--- config.mk ---
export PLATFORM = sky130hd
export DESIGN_NAME = ahb_fir_feeder
export DESIGN_NICKNAME = d
export VERILOG_FILES = /design/src/rtl/ahb_fir_feeder.sv
export SDC_FILE = /design/constraint.sdc
export NUM_CORES = 1
export LEC_CHECK = 0
export BUFFER_PORTS_ARGS = -buffer_cell sky130_fd_sc_hd__buf_2
export CAP_MARGIN = 20
export CORE_MARGIN = 5
export CORE_UTILIZATION = 40
export CTS_CLUSTER_DIAMETER = 50
export DETAILED_ROUTE_END_ITERATION = 10
export PLACE_DENSITY_LB_ADDON = 0.15
export SYNTH_ARGS = -nofsm -noshare
export SYNTH_HDL_FRONTEND = slang
export SYNTH_SLANG_ARGS = --single-unit
--- constraint.sdc ---
create_clock -name clk -period 10.24 [get_ports clk]
set_clock_uncertainty 0.2 [all_clocks]
set_input_delay 1.024 -clock clk [delete_from_list [all_inputs] [get_ports clk]]
set_output_delay 1.024 -clock clk [all_outputs]
set_load 0.1 [all_outputs]
--- src/rtl/ahb_fir_feeder.sv ---
// AHB-Lite slave that buffers bus-written samples in a small FIFO and
// releases them to the FIR datapath at a programmable, divider-paced rate.
module ahb_fir_feeder #(
  parameter int DWIDTH   = 32,
  parameter int AWIDTH   = 32,
  parameter int BIT_PREC = 16,
  parameter int DEPTH    = 16
) (
  input  logic                clk,
  input  logic                rst,
  input  logic                hsel,
  input  logic                hready,
  input  logic [AWIDTH-1:0]   haddr,
  input  logic                hwrite,
  input  logic [2:0]          hsize,
  input  logic [1:0]          htrans,
  input  logic [DWIDTH-1:0]   hwdata,
  output logic [DWIDTH-1:0]   hrdata,
  output logic                hreadyout,
  output logic                hresp,
  output logic [BIT_PREC-1:0] sample_out,
  output logic                sample_vld
);

  localparam int PW = $clog2(DEPTH);
  localparam int LW = PW + 1;

  // Address-phase capture (stage p0 feeds the data phase)
  logic [1:0] addr_p0;
  logic       write_p0;
  logic       vld_p0;

  // FIFO storage and bookkeeping
  logic [BIT_PREC-1:0] mem [DEPTH];
  logic [PW-1:0]       wr_ptr;
  logic [PW-1:0]       rd_ptr;
  logic [LW-1:0]       level;

  // Control/status registers and rate divider
  logic        en;
  logic [15:0] rate;
  logic [15:0] cnt;
  logic        ovf;
  logic        udr;

  // Decoded data-phase events
  logic wr_dp, rd_dp;
  logic push_req, ctrl_wr, rate_wr, stat_wr;
  logic clr, tc, pop, push_ok, ovf_evt, udr_evt;
  logic empty, full;

  // Bus fields this slave never looks at (upper address bits, size, htrans[0])
  logic unused_ok;
  assign unused_ok = ^{haddr, hsize, htrans, hwdata};

  // Zero-wait-state slave that never errors
  assign hreadyout = 1'b1;
  assign hresp     = 1'b0;

  assign empty = (level == '0);
  assign full  = (level == LW'(DEPTH));

  assign wr_dp    = vld_p0 & write_p0;
  assign rd_dp    = vld_p0 & ~write_p0;
  assign push_req = wr_dp & (addr_p0 == 2'd0);
  assign ctrl_wr  = wr_dp & (addr_p0 == 2'd1);
  assign rate_wr  = wr_dp & (addr_p0 == 2'd2);
  assign stat_wr  = wr_dp & (addr_p0 == 2'd3);

  // CLR wins over a pop landing in the same cycle; a pop frees room for a push into a full FIFO
  assign clr     = ctrl_wr & hwdata[1];
  assign tc      = en & (cnt == rate);
  assign pop     = tc & ~empty & ~clr;
  assign udr_evt = tc & empty & ~clr;
  assign push_ok = push_req & (~full | pop);
  assign ovf_evt = push_req & full & ~pop;

  // Latch address-phase attributes whenever the bus advances
  always_ff @(posedge clk or posedge rst) begin
    if (rst) begin
      vld_p0   <= 1'b0;
      addr_p0  <= 2'd0;
      write_p0 <= 1'b0;
    end else if (hready) begin
      vld_p0   <= hsel & htrans[1];
      addr_p0  <= haddr[3:2];
      write_p0 <= hwrite;
    end
  end

  // Sample storage: write the low BIT_PREC bits of DATA on an accepted push
  always_ff @(posedge clk or posedge rst) begin
    if (rst) begin
      for (int i = 0; i < DEPTH; i++) mem[i] <= '0;
    end else if (push_ok) begin
      mem[wr_ptr] <= hwdata[BIT_PREC-1:0];
    end
  end

  // FIFO pointers and occupancy
  always_ff @(posedge clk or posedge rst) begin
    if (rst) begin
      wr_ptr <= '0;
      rd_ptr <= '0;
      level  <= '0;
    end else if (clr) begin
      wr_ptr <= '0;
      rd_ptr <= '0;
      level  <= '0;
    end else begin
      if (push_ok) wr_ptr <= wr_ptr + 1'b1;
      if (pop)     rd_ptr <= rd_ptr + 1'b1;
      if (push_ok && !pop)      level <= level + 1'b1;
      else if (pop && !push_ok) level <= level - 1'b1;
    end
  end

  // CTRL/RATE registers and sticky flags; a new event beats a same-cycle clear
  always_ff @(posedge clk or posedge rst) begin
    if (rst) begin
      en   <= 1'b0;
      rate <= 16'd0;
      ovf  <= 1'b0;
      udr  <= 1'b0;
    end else begin
      if (ctrl_wr) en   <= hwdata[0];
      if (rate_wr) rate <= hwdata[15:0];
      if (clr)                    ovf <= 1'b0;
      else if (ovf_evt)           ovf <= 1'b1;
      else if (stat_wr && hwdata[11]) ovf <= 1'b0;
      if (clr)                    udr <= 1'b0;
      else if (udr_evt)           udr <= 1'b1;
      else if (stat_wr && hwdata[12]) udr <= 1'b0;
    end
  end

  // Rate divider: counts 0..RATE while enabled, restarts on CLR or a RATE write
  always_ff @(posedge clk or posedge rst) begin
    if (rst) begin
      cnt <= 16'd0;
    end else if (clr || rate_wr || !en) begin
      cnt <= 16'd0;
    end else if (cnt == rate) begin
      cnt <= 16'd0;
    end else begin
      cnt <= cnt + 16'd1;
    end
  end

  // Output stage: present the popped head for one strobe, then hold it
  always_ff @(posedge clk or posedge rst) begin
    if (rst) begin
      sample_out <= '0;
      sample_vld <= 1'b0;
    end else begin
      sample_vld <= pop;
      if (pop) sample_out <= mem[rd_ptr];
    end
  end

  // Read mux, live only during a read data phase
  always_comb begin
    hrdata = '0;
    if (rd_dp) begin
      case (addr_p0)
        2'd1: hrdata[0]    = en;
        2'd2: hrdata[15:0] = rate;
        2'd3: begin
          hrdata[8:0] = 9'(level);
          hrdata[9]   = empty;
          hrdata[10]  = full;
          hrdata[11]  = ovf;
          hrdata[12]  = udr;
        end
        default: hrdata = '0;
      endcase
    end
  end

endmodule

==> flow_summary.toml, run 1 <==
[outcome]
status = "completed"

[floorplanning]
ioPinCount = 125
die_area_um2 = 42400
core_region_area_um2 = 37800
initial_core_util = 0.407
die_w_um = 206
fp-row-count = 71
die_h_um = 206

[clocking]
clk_path_buf_depth = 3
post_cts_resized = 0
htreeDepth = 2
cts_root_buf = "clkbuf_16"
cts-buffers-inserted = 39
cts_tree = "done"
clock_sinks = 325
path_clk_slew_ns = 0.05
postCtsHoldBufs = 0
clkLatencyLatePin_ns = 0.53
cts_setup_buffers = 0

[grt]
grt_max_degree = 143
grt_overflow = 0
grt_pass1_vias = 9053
grt_antenna_before_repair = 1
grt_pass1_wl_um = 57300
grt.total_usage = 0.179

[power]
power_density_nw_per_um2 = 227
finalPower_uw = 3930
p_leak_uw = 0.00806
ir_drop_mv = 0.0825

[yosys]
netlist_area_um2 = 15400
synth_edf_count = 0
synth_top_area_frac = 0.529
yosysSeqAreaShare = 0.529
synthArstFlopShare = 1.00
synth_flop_cell = "dfrtp_1"
synth_area_per_cell_um2 = 14.8
yosysWarnings = 0
yosys.area.top_type = "dfrtp_1"
post-synth-top-count-cell = "dfrtp_1"
ys_top_cells_by_area = "dfrtp_1 53%, mux2_2 20%, mux4_2 10%, mux2i_1 1.6%, xor2_1 1.6%"
synth.distinct_cells = 48
ys_ff_latch = 325
synthTopCellsByCount = "325 x dfrtp_1, 276 x mux2_2, 68 x mux4_2"
syn-instance-count = 1041

[worst_hold_path]
min_path_type = "reg -> reg"

[job]
timing.max_cap.violations = 0

[sta]
rsz0062_at_grt = "false"
timing.setup.tns_ns = 0
worst_pin_slew_ns = 1.02
fmax_ghz = 0.249
finalHoldViolations = 0
max-slew-margin-rel = 0.321
timing.final.crit_share = 0.392
min_period_ns = 4.02
setup_viol = 0
drv_slew = 0

[setup_path]
crit_required_ns = 9.02
crit_type = "reg -> out"
start_kind = "register"
endpoint_kind = "primary output"
critPathMaxFanout = 6
worst_ep_arrival_time_ns = 2.79

[drt]
drc = 0
num_vias = 8728
drtIter0Drc = 554
firstDrtPassIters = 5
wire_per_inst_um = 22.9
viasPerCell = 5.41
routed_wl_um = 36900
antenna_left = 0

[finish]
drive_above_1_share = 0.450
fill_cells = 3363
finalNonFillerCells = 1612
fin_area_um2 = 17300
syn_to_final_growth_pct = 12.5
multiInputGateArea_um2 = 6800
seqCellArea_um2 = 8140
layout.nets = 1158

[placed_design]
place_area_um2 = 16000
dpl.cell_count = 1543
dp_hpwl_um = 21200
io_buffers = 56
place_congestion = 0.771
power by group:
part	internal [uW]	total (uW)	switching [uW]	leakage (uW)
logic	421	883	462	0.00315
registers	1470	1640	172	0.00428
clock network	861	1400	542	0.000634
total	2750	3930	1180	0.00806
area by class of cell:
class,count,share of cell area
clock inverter,13,0.0105
multi-input combinational,634,0.394
timing repair buffer,65,0.0209
clock buffer,55,0.0646
antenna,1,0.000145
tap,511,0.0370
inverter,8,0.00217
sequential,325,0.471
state kept, by name, summed over array words and instances, names as in the netlist:
register	flops
addr_p0	2
cnt	16
en	1
level	5
mem	256
ovf	1
rate	16
rd_ptr	4
sample_out	16
sample_vld	1
udr	1
vld_p0	1
wr_ptr	4
write_p0	1
critical path, stage by stage (launching register included):
cell	delay (ns)
dfrtp_1	0.46
or4_1	0.60
nor2_1	0.42
mux2i_1	0.19
nor2_1	0.14
buf_2	0.44
per-layer routing:
| metal | wire [um] | global-route usage |
|---|---|---|
| met1 | 16900 | 0.251 |
| met2 | 17900 | 0.292 |
| met3 | 1210 | 0.0276 |
| met4 | 936 | 0.0482 |
| met5 | 0 | 0 |
per-stage QoR:
step,hold slack [ns],setup slack [ns],util
floorplan,0.253,0.0180,-
global placement,0.263,5.96,0.423
detailed placement,0.271,5.92,0.423
CTS,0.284,6.20,0.458
global route,0.296,6.10,0.458
finish,0.278,6.22,0.458
placed cells by master, fill, tap and decap left out, types with 7 or more instances in the layout:
cell type	count
a21o_1	8
and2_1	11
buf_2	56
buf_4	8
clkbuf_1	8
clkbuf_16	39
clkbuf_8	8
conb_1	18
dfrtp_1	323
ha_1	10
inv_1	7
mux2_1	11
mux2_2	276
mux2i_1	25
mux4_2	68
nand2_1	26
nand3_1	15
nand4_1	8
nand4_4	8
nor2_1	42
o21ai_0	11
xnor2_1	7
xor2_1	28
path summary, 6_finish.rpt:
kind | from | cells after the start | end | slack [ns]
min in group asynchronous | rst | 2 | mem[221] | 0.46
worst max-delay path | level[0] | 5 | hrdata[10] | 6.22
worst min-delay path | mem[195] | 1 | mem[195] | 0.28
worst max register to register | addr_p0[0] | 6 | mem[55] | 6.23
max in group asynchronous | rst | 3 | rate[8] | 7.96
worst min register to register | mem[195] | 1 | mem[195] | 0.28
kinds of logic (layout without fill, tap and decap cells):
group           after synthesis  count (layout)  share of synthesized area
mux                         380             380                      0.326
flops                       325             325                      0.529
simple gates                143             143                     0.0587
buf+inv                      98             141                     0.0329
compound gates               47              47                     0.0226
xor+xnor                     35              35                     0.0200
fa+ha+maj                    11              11                    0.00945
other cells                   2              19                   0.000489
Note: power is estimated with default switching activity, not from simulation.
==> run 2: changes to the inputs <==
- clock period: 10.24 -> 3.55 ns (I/O delays scaled with it)
==> run 2 against run 1 <==
Effect of this change:
- via count up 1.6%
- highest routed layer unchanged
- utilization up 1.1 points
- routed wire length grew 0.92%
==> flow_summary.toml, run 2 (same netlist as run 1, synthesis figures left out) <==
[finish]
layout_commonest_cell = "dfrtp_1"
finalNonFillerCells = 1652
fin_area_um2 = 17700
syn_to_final_growth_pct = 15.3
layout.nets = 1198
mostFrequentLayoutCells = "323 x dfrtp_1, 276 x mux2_2, 68 x mux4_2"
post-route-util = 0.469
drive_above_1_share = 0.465
largest_reg_flops = 256
regMostFlops = "mem"

[sta]
timing.final.crit_share = 0.942
drv_slew = 0
rsz0062_at_grt = "false"
min_period_ns = 3.34
worst_pin_slew_ns = 0.902
finalHoldViolations = 0
setup_viol = 0
fmax_ghz = 0.299
setup_ws_ns = 0.207
max-slew-margin-rel = 0.398

[clocking]
clock_sinks = 325
post_cts_resized = 0
htreeDepth = 2
clk_path_buf_depth = 3
cts_tree = "done"
path_clk_slew_ns = 0.06
clkLatencyLatePin_ns = 0.54
cts-buffers-inserted = 40
cts_root_buf = "clkbuf_16"

[placed_design]
dp_hpwl_um = 22400
place_area_um2 = 16300
dpl.cell_count = 1572
post-place-ws_ns = 0.236
place_congestion = 0.765
io_buffers = 56

[floorplanning]
initial_core_util = 0.407
fp-row-count = 71
ioPinCount = 125
die_w_um = 206
die_area_um2 = 42400
core_region_area_um2 = 37800
die_h_um = 206

[outcome]
status = "completed"

[power]
power_frac_clock = 0.352
pwr-share-seq = 0.406
finalPower_uw = 11500
net-switching-power_uw = 3490
power.internal_uw = 8000
p_comb_frac = 0.242
p_sw_frac = 0.304
ir_drop_mv = 0.307
power_density_nw_per_um2 = 648
p_leak_uw = 0.00829

[job]
timing.max_cap.violations = 0

[setup_path]
start_kind = "register"
crit_required_ns = 3.79
crit_type = "reg -> reg"
endpoint_kind = "register"
worst_ep_arrival_time_ns = 3.58
critPathMaxFanout = 4

[grt]
grt.total_usage = 0.179
grt_antenna_before_repair = 0
grt_max_degree = 96
grt_pass1_vias = 9420
grt_pass1_wl_um = 57800
grt_overflow = 0

[drt]
firstDrtPassIters = 4
drc = 0
drtIter0Drc = 497
antenna_left = 0
num_vias = 8872
wire_per_inst_um = 22.5
routed_wl_um = 37200
viasPerCell = 5.37

[worst_hold_path]
min_path_type = "in -> reg"
[run 2: critical path, stage by stage (launching register included)]
cell and delay [ns]:
dfrtp_1 0.37, or4_1 0.59, o21ai_1 0.19, o21ai_0 0.15, buf_4 0.19, fa_1 0.40
a21o_1 0.20, a21o_1 0.19, or4_1 0.43, o211a_1 0.15, a211oi_1 0.21
[run 2: power groups by stage]
stage | clock, uW | combinational, uW | sequential [uW]
floorplan | 0 | 2200 | 4550
global placement | 0 | 2790 | 4720
detailed placement | 0 | 2810 | 4720
CTS | 4140 | 2830 | 4660
global route | 4290 | 3030 | 4730
finish | 4040 | 2780 | 4660
[run 2: final timing paths]
kind	startpoint	end	slack (ns)	depth (start not counted)
max reg2reg	level[0]	level[4]	0.21	10
max in group asynchronous	rst	rd_ptr[0]	2.11	4
min reg2reg	sample_out[14]	sample_out[14]	0.28	2
max	level[0]	level[4]	0.21	10
min	hwdata[4]	mem[196]	0.1	2
min in group asynchronous	rst	mem[203]	0.16	3
[run 2: per-layer routing]
layer	part of all wire	track usage	up-vias	wire [um]
li1	-	-	3950	-
met1	0.44	0.237	4748	16400
met2	0.50	0.311	124	18700
met3	0.035	0.0293	50	1310
met4	0.020	0.0435	0	755
met5	0	0	-	0
[run 2: through the flow]
| step | setup TNS (ns) | hold WS [ns] |
|---|---|---|
| finish | 0 | 0.0982 |
| global route | 0 | 0.127 |
| CTS | 0 | 0.0927 |
| detailed placement | 0 | 0.182 |
| global placement | 0 | 0.187 |
| floorplan | -436.06 | 0.251 |
[run 2: area by class of cell]
type	instances	area, um2
Inverter	8	33.8
Sequential cell	325	8140
Fill cell	3371	20000
Timing Repair Buffer	104	803
Antenna cell	1	2.50
Multi-Input combinational cell	634	6790
Clock inverter	19	186
Tap cell	511	639
Clock buffer	50	1120
[run 2: what timing repair did]
item                      in CTS  in global routing
hold endpoints to repair      31                  0
buffers inserted               0                  0
hold buffers                  10                  0
==> run 3: changes to the inputs <==
- CORE_UTILIZATION: 40 -> 54
- TNS_END_PERCENT: default -> 20
==> run 3 against run 2 <==
Effect of this change:
- final cell count fell by 7.7%
- sequential power grew 1%
- register-to-register slack improved by 0.04 ns
- power fell by 2.0%
- sequential share of layout area rose by 0.50 points
- fmax up 1.4%
- largest power group unchanged
==> flow_summary.toml, run 3 (same netlist as run 1, synthesis figures left out) <==
[outcome]
status = "completed"

[drt]
num_vias = 8864
routed_wl_um = 34500
drc = 0
viasPerCell = 5.81
antenna_left = 0
wire_per_inst_um = 22.6
drtIter0Drc = 466
firstDrtPassIters = 6

[floorplanning]
ioPinCount = 125
die_area_um2 = 31900
die_h_um = 179
initial_core_util = 0.550
fp-row-count = 61
die_w_um = 179
core_region_area_um2 = 27900

[grt]
grt_pass1_wl_um = 55000
grt_antenna_before_repair = 0
grt_max_degree = 67
grt_pass1_vias = 9419
grt_overflow = 0
grt.total_usage = 0.226

[finish]
regMostFlops = "mem"
drive_above_1_share = 0.464
finalNonFillerCells = 1525
layout.nets = 1202
largest_reg_flops = 256
mostFrequentLayoutCells = "323 x dfrtp_1, 276 x mux2_2, 68 x mux4_2"
diodes = 0
layout_commonest_cell = "dfrtp_1"
post-route-util = 0.627
syn_to_final_growth_pct = 14.1

[power]
p_leak_uw = 0.00828
power_density_nw_per_um2 = 642
ir_drop_mv = 0.357

[clocking]
clk_path_buf_depth = 3
cts_tree = "done"
cts-buffers-inserted = 39
clkLatencyLatePin_ns = 0.53
htreeDepth = 2
cts_root_buf = "clkbuf_16"
path_clk_slew_ns = 0.05
clock_sinks = 325
post_cts_resized = 0

[sta]
min_period_ns = 3.30
setup_ws_ns = 0.252
max-slew-margin-rel = 0.460
drv_slew = 0
setup_viol = 0
finalHoldViolations = 0
fmax_ghz = 0.303
worst_pin_slew_ns = 0.808
timing.final.crit_share = 0.929
rsz0062_at_grt = "false"

[setup_path]
crit_type = "reg -> reg"
critPathMaxFanout = 6
start_kind = "register"
crit_required_ns = 3.78
cp_slowest_cell = "or4_1"
endpoint_kind = "register"
worst_ep_arrival_time_ns = 3.53
worstPathCellList = "or4_1, o21ai_1, o21ai_0, buf_4, fa_1, a21o_1, a21o_1, or4_1, o211a_1, a211oi_1"
cpPeakStageDelay_ns = 0.60

[placed_design]
dp_hpwl_um = 21700
dpl.cell_count = 1444
io_buffers = 56
post-place-ws_ns = 0.252
place_congestion = 0.800

[job]
timing.max_cap.violations = 0

[worst_hold_path]
min_path_type = "in -> reg"
==> run 3: repair_timing <==
action	CTS	global route
hold buffers	10	0
hold endpoints to repair	28	0
buffers inserted	0	0
==> run 3: path summary, 6_finish.rpt <==
path                                start  endpoint  slack, ns  cells after the start
worst max-delay path             level[0]  level[4]       0.25                     10
worst min-delay path            hwdata[6]  mem[198]       0.13                      2
worst max register to register   level[0]  level[4]       0.25                     10
worst min register to register   mem[200]  mem[200]       0.28                      1
max in group asynchronous             rst  mem[216]       1.95                      4
min in group asynchronous             rst   mem[27]       0.33                      3
==> run 3: worst max-delay path: cells and delay by family, from the launching register on <==
| kind | cells | cell delay [ns] |
|---|---|---|
| flops | 1 | 0.44 |
| buf+inv | 1 | 0.16 |
| compound gates | 6 | 0.98 |
| simple gates | 2 | 1.02 |
| fa+ha+maj | 1 | 0.40 |
==> run 3: metal layers <==
metal	vias to the layer above	routed length, um	track usage
li1	3955	-	-
met1	4696	15000	0.314
met2	161	17100	0.374
met3	52	1600	0.0316
met4	0	847	0.0672
met5	-	0	0
==> run 3: through the flow <==
| step | hold WS [ns] | setup TNS (ns) | instance area (um2) | power, uW |
|---|---|---|---|---|
| floorplan | 0.251 | -436.06 | 15400 | 6750 |
| global placement | 0.261 | 0 | 16100 | 7400 |
| detailed placement | 0.273 | 0 | 16100 | 7460 |
| CTS | 0.110 | 0 | 17500 | 11400 |
| global route | 0.131 | 0 | 17500 | 11800 |
| finish | 0.128 | 0 | 17500 | 11300 |
==> run 3: power breakdown <==
| part | switching, uW | leakage, uW | internal [uW] | total [uW] |
|---|---|---|---|---|
| sequential | 471 | 0.00428 | 4250 | 4720 |
| combinational | 1340 | 0.00338 | 1320 | 2660 |
| clock | 1580 | 0.000627 | 2300 | 3880 |
| total | 3390 | 0.00828 | 7860 | 11300 |
==> run 3: layout make-up <==
class | instances | area [um2]
fill | 2127 | 10400
sequential | 325 | 8140
multi-input combinational | 634 | 6790
clock buffer | 54 | 1110
timing repair buffer | 109 | 816
tap | 378 | 473
clock inverter | 17 | 160
inverter | 8 | 33.8
